## config.mk

```make
export PLATFORM = sky130hd
export DESIGN_NAME = id_ex_stage_reg
export DESIGN_NICKNAME = d
export VERILOG_FILES = /design/src/rtl/id_ex_stage_reg.sv
export SDC_FILE = /design/constraint.sdc
export NUM_CORES = 1
export LEC_CHECK = 0
export CAP_MARGIN = 20
export CORE_ASPECT_RATIO = 1.4
export CORE_MARGIN = 4
export CORE_UTILIZATION = 53
export CTS_CLUSTER_DIAMETER = 80
export DETAILED_ROUTE_END_ITERATION = 8
export GPL_ROUTABILITY_DRIVEN = 0
export PLACE_DENSITY = 0.94
export SYNTH_ARGS = -nofsm -noshare
export SYNTH_HDL_FRONTEND = slang
export SYNTH_SLANG_ARGS = --single-unit
```

## constraint.sdc

```tcl
create_clock -name clk_i -period 3.6 [get_ports clk_i]
set_input_delay 0.54 -clock clk_i [delete_from_list [all_inputs] [get_ports clk_i]]
set_output_delay 0.54 -clock clk_i [all_outputs]
set_load 0.03 [all_outputs]
```

## src/rtl/id_ex_stage_reg.sv

```systemverilog
// ID/EX pipeline stage register with valid/ready handshake, optional two-entry skid buffer,
// flush (bubble) insertion and forcing of the control bundle to a no-op when the stage is empty.
module id_ex_stage_reg #(
  parameter int unsigned       CTRL_W   = 10,
  parameter int unsigned       DATA_W   = 143,
  parameter logic [CTRL_W-1:0] CTRL_NOP = '0,
  parameter bit                SKID     = 1'b1
) (
  input  logic              clk_i,
  input  logic              rst_i,
  // Decode side
  input  logic              valid_i,
  output logic              ready_o,
  input  logic [CTRL_W-1:0] ctrl_i,
  input  logic [DATA_W-1:0] data_i,
  input  logic              flush_i,
  // Execute side
  output logic              valid_o,
  input  logic              ready_i,
  output logic [CTRL_W-1:0] ctrl_o,
  output logic [DATA_W-1:0] data_o,
  output logic [1:0]        count_o
);

  // Encoding doubles as the occupancy count.
  typedef enum logic [1:0] {
    StEmpty = 2'd0,
    StOne   = 2'd1,
    StFull  = 2'd2
  } state_e;

  state_e            state_q, state_d;
  logic              ready_q;
  logic              in_fire, out_fire;
  logic              main_we, skid_we, main_from_skid;
  logic [CTRL_W-1:0] main_ctrl_q, skid_ctrl_q;
  logic [DATA_W-1:0] main_data_q, skid_data_q;

  assign in_fire  = valid_i && ready_o;
  assign out_fire = valid_o && ready_i;

  // State register
  always_ff @(posedge clk_i) begin
    if (rst_i) begin
      state_q <= StEmpty;
    end else begin
      state_q <= state_d;
    end
  end

  // Next-state and entry-load decode
  always_comb begin
    state_d        = state_q;
    main_we        = 1'b0;
    skid_we        = 1'b0;
    main_from_skid = 1'b0;
    if (flush_i) begin
      // Held beats and any beat offered this cycle are dropped; an output
      // transfer in this cycle still completes on the execute side.
      state_d = StEmpty;
    end else begin
      unique case (state_q)
        StEmpty: begin
          if (in_fire) begin
            state_d = StOne;
            main_we = 1'b1;
          end
        end
        StOne: begin
          unique case ({in_fire, out_fire})
            2'b10: begin
              state_d = StFull;
              skid_we = SKID;
            end
            2'b01:   state_d = StEmpty;
            2'b11:   main_we = 1'b1;
            default: state_d = StOne;
          endcase
        end
        StFull: begin
          if (out_fire) begin
            state_d        = StOne;
            main_from_skid = 1'b1;
          end
        end
        default: state_d = StEmpty;
      endcase
    end
  end

  // Registered ready reflects the occupancy the stage will have after this edge.
  always_ff @(posedge clk_i) begin
    if (rst_i) begin
      ready_q <= 1'b1;
    end else begin
      ready_q <= (state_d != StFull);
    end
  end

  always_ff @(posedge clk_i) begin
    if (rst_i) begin
      main_ctrl_q <= CTRL_NOP;
      main_data_q <= '0;
    end else if (main_we) begin
      main_ctrl_q <= ctrl_i;
      main_data_q <= data_i;
    end else if (main_from_skid) begin
      main_ctrl_q <= skid_ctrl_q;
      main_data_q <= skid_data_q;
    end
  end

  always_ff @(posedge clk_i) begin
    if (rst_i) begin
      skid_ctrl_q <= CTRL_NOP;
      skid_data_q <= '0;
    end else if (skid_we) begin
      skid_ctrl_q <= ctrl_i;
      skid_data_q <= data_i;
    end
  end

  // Outputs
  always_comb begin
    valid_o = (state_q != StEmpty);
    ctrl_o  = valid_o ? main_ctrl_q : CTRL_NOP;
    data_o  = main_data_q;
    count_o = state_q;
    if (rst_i) begin
      ready_o = 1'b0;
    end else if (SKID) begin
      ready_o = ready_q;
    end else begin
      ready_o = ready_i || !valid_o;
    end
  end

  a_nop_when_idle: assert property (@(posedge clk_i) disable iff (rst_i)
    !valid_o |-> (ctrl_o == CTRL_NOP));
  a_no_accept_full: assert property (@(posedge clk_i) disable iff (rst_i)
    (state_q == StFull) |-> !ready_o);
  a_single_entry: assert property (@(posedge clk_i) disable iff (rst_i)
    !SKID |-> (state_q != StFull));

endmodule

```

==> run metrics <==
slew at the pin closest to its max-slew limit=1.07 ns; Resized Gates After CTS=0; crit start category=flip-flop; clock latency of the later-clocked register in the worst-skew pair=0.54 ns; achievable frequency=approximately 0.34 GHz; fin. max-slew vios=0; power density cells=448 nW/um^2; Synth-to-Final Area Change=32.4%; post-synthesis async set-or-reset flop share=0%; leading area contributor after synthesis=sky130_fd_sc_hd__dfxtp_1; via density per instance=5.70; final number of setup-violating endpoints=0; part of the total power dissipated in sequential elements=48.0%; routed length per placed instance=between 15 and 20 um; switching part of the total=24.4%; Rows=66; CP Data Arrival Time=2.43 ns; Post-DRT Antenna Nets=0; half-perimeter wire length after placement=23000 um; initial cell density of the core=54.1%; flops & latches, synth=309; placed cells=2047; main area contributors after synthesis=sky130_fd_sc_hd__dfxtp_1, sky130_fd_sc_hd__nand2_1, sky130_fd_sc_hd__a311oi_2, sky130_fd_sc_hd__a21oi_1, sky130_fd_sc_hd__a311oi_1; cell internal pwr=5.63 mW; vias in the first global route=11800; number of hold-slack violations in the final timing report=0; die outline area=roughly 26000 um^2; detailed-route via count=12000; Clock power frac=40.1%; dominant register cell in the synthesized netlist=sky130_fd_sc_hd__dfxtp_1; clock root buffer=sky130_fd_sc_hd__clkbuf_16; worst-case register-to-register setup slack=1.35 ns; Placement Cell Area=between 15000 and 20000 um^2; number of clock sinks=309; Crit Reg-Reg Startpoint=count_o[0]; tightest slew margin relative to the limit=between 20% and 30%; WS Path Type=reg -> out; Commonest cells post-synth=sky130_fd_sc_hd__nand2_1, sky130_fd_sc_hd__dfxtp_1, sky130_fd_sc_hd__nor2_1; fraction of final layout cells sized beyond drive strength 1=8.60%; Worst Setup End Kind=output port; register clock-pin slew on the reported worst setup and hold paths=approximately 0.070 ns; area of all placed cells without fillers=16700 um^2; clock skew after layout=0.00803 ns; nets in the synthesized netlist=1704; Max FO, Critical Path=11; run status=completed; Mapped Area=12600 um^2; Power, Total=between 7 and 8 mW; share of the core filled with cells=between 70% and 80%; die outline height=190 um; Post-synth EDFFs=0; post-detailed-routing wire length=approximately 36000 um; clock tree from TritonCTS=yes; overall global routing resource usage=25.9%; hold-fix buffer count after cts=0; Core Area=23300 um^2; Slowest Stage Delay on Critical Path=0.67 ns; setup repair bufs after CTS=0; most common cell in the synthesized netlist=sky130_fd_sc_hd__nand2_1; number of port buffers=roughly 310; Max rail drop VDD=0.000411 V; final std cells w/o fill=2097; required arrival time at the worst endpoint=about 3 ns; DRC=0; Die X-Extent=about 140 um; Lkg Pwr=5.43 nW; maximum number of pins on one net before global-route repair=185; Inserted Clock Buffers=28; post-synthesis cell count=1546; P_sw=1.82 mW; Net count, final=roughly 1900; RSZ-0062 raised after global routing=no; crit path time final=2.97 ns; global-route wire length before repair=just under 60000 um; number of warnings printed during yosys synthesis=0; first drt pass iteration count=7; Max Cap Violations=0; power share of the combinational group=11.8%; io pins=~320; number of distinct library cells after synthesis=24; worst hold path cell count=2; HP Start=rst_i; detailed router's first-iteration violation count=828; top-area cell type share of the netlist area=49.1%; sequence of cells on the critical path=nor2_1 -> nor2b_1 -> clkdlybuf4s50_1; worst r2r dst=data_o[35]; count of H-tree levels built during CTS=1; Tightest Hold Check Type=in -> reg; total negative setup slack=0 ns; kind of cell adding the most delay to the critical path=simple AND/OR/NAND/NOR gates; number of antenna violations at the first check in global routing=2; Syn Area/Cell=between 8 and 9 um^2; R2R cell count=6; CTS max path bufs=3; worst-case hold path end point=skid_data_q[0]; Tcrit/Tclk final=82.4%; slowest cell on the critical path=sky130_fd_sc_hd__nor2_1; Seq/Total Area, Yosys=49.1%; CP Buf/Inv Count=1; GR Overflow Total=0
==> placed cells by master, fill, tap and decap left out, types with 11 or more instances in the layout <==
cell and instances:
sky130_fd_sc_hd__a21oi_1 154, sky130_fd_sc_hd__nor2_1 155, sky130_fd_sc_hd__a311oi_1 69, sky130_fd_sc_hd__clkbuf_16 29, sky130_fd_sc_hd__dfxtp_1 309, sky130_fd_sc_hd__nand2_1 613, sky130_fd_sc_hd__a311oi_2 84, sky130_fd_sc_hd__nor2b_1 12
sky130_fd_sc_hd__buf_12 11, sky130_fd_sc_hd__clkdlybuf4s50_1 313, sky130_fd_sc_hd__clkbuf_8 12
==> metrics by stage <==
stage               worst slack (ns)  hold WS (ns)
CTS                            0.608         0.320
global placement               0.918         0.441
detailed placement             0.772         0.447
global route                   0.479         0.345
finish                         0.634         0.342
floorplan                       1.69         0.437
==> logic make-up (layout without fill, tap and decap cells) <==
kind of cell | Yosys count | count (layout) | share of synthesized area [%]
other | 0 | 1 | 0
AND/OR/NAND/NOR | 788 | 788 | 24.0
flip-flops | 309 | 309 | 49.1
multiplexers | 2 | 2 | 0.159
buffers and inverters | 139 | 383 | 5.67
AO/OA/AOI/OAI | 308 | 308 | 21.0
==> worst max path at each step <==
stage	startpoint	to	slack (ns)	depth (start not counted)
global route	count_o[1]	ctrl_o[9]	0.48	3
detailed placement	ready_i	data_o[35]	0.77	7
floorplan	rst_i	ready_o	1.69	3
CTS	count_o[1]	ctrl_o[9]	0.61	3
finish	count_o[1]	ctrl_o[9]	0.63	3
global placement	ready_i	data_o[50]	0.92	7
==> worst register-to-register path, delay by kind of cell, from the launching register on <==
| kind | cells | cell delay, ns |
|---|---|---|
| flip-flops | 1 | 0.47 |
| buffers and inverters | 2 | 0.59 |
| AND/OR/NAND/NOR | 3 | 0.80 |
| AO/OA/AOI/OAI | 1 | 0.28 |
==> power groups by stage <==
stage	Sequential (mW)	Combinational [mW]	Clock [mW]
2_1_floorplan	3.81	0.281	0
3_3_place_gp	3.65	0.860	0
3_5_place_dp	3.65	0.876	0
4_1_cts	3.58	0.883	3.04
5_1_grt	3.59	0.931	3.17
6_report	3.58	0.883	2.99
==> layout make-up <==
class                   count  area (um^2)
repair buffers            332         3420
inverters                   2         7.51
diodes                      1         2.50
flip-flops and latches    309         6190
well taps                 306          383
fillers                  1608         6630
clock buffers              43          898
clock inverters             6         41.3
multi-input cells        1098         5720
==> sequential cells by signal (all words and copies together), names as in the netlist <==
signal	cells
main_ctrl_q	10
ready_q	1
data_o	143
skid_ctrl_q	10
skid_data_q	143
count_o	2
==> layer usage <==
metal | share of wire (%) | wire length [um] | vias to the layer above | global-route usage, %
li1 | - | - | 5625 | -
met1 | 37 | 13400 | 5634 | 29.8
met2 | 50 | 18200 | 574 | 45.6
met3 | 7.3 | 2650 | 120 | 5.02
met4 | 5.6 | 2050 | 2 | 14.0
met5 | 0.030 | 11 | - | 0
Note: power is estimated with default switching activity, not from simulation.
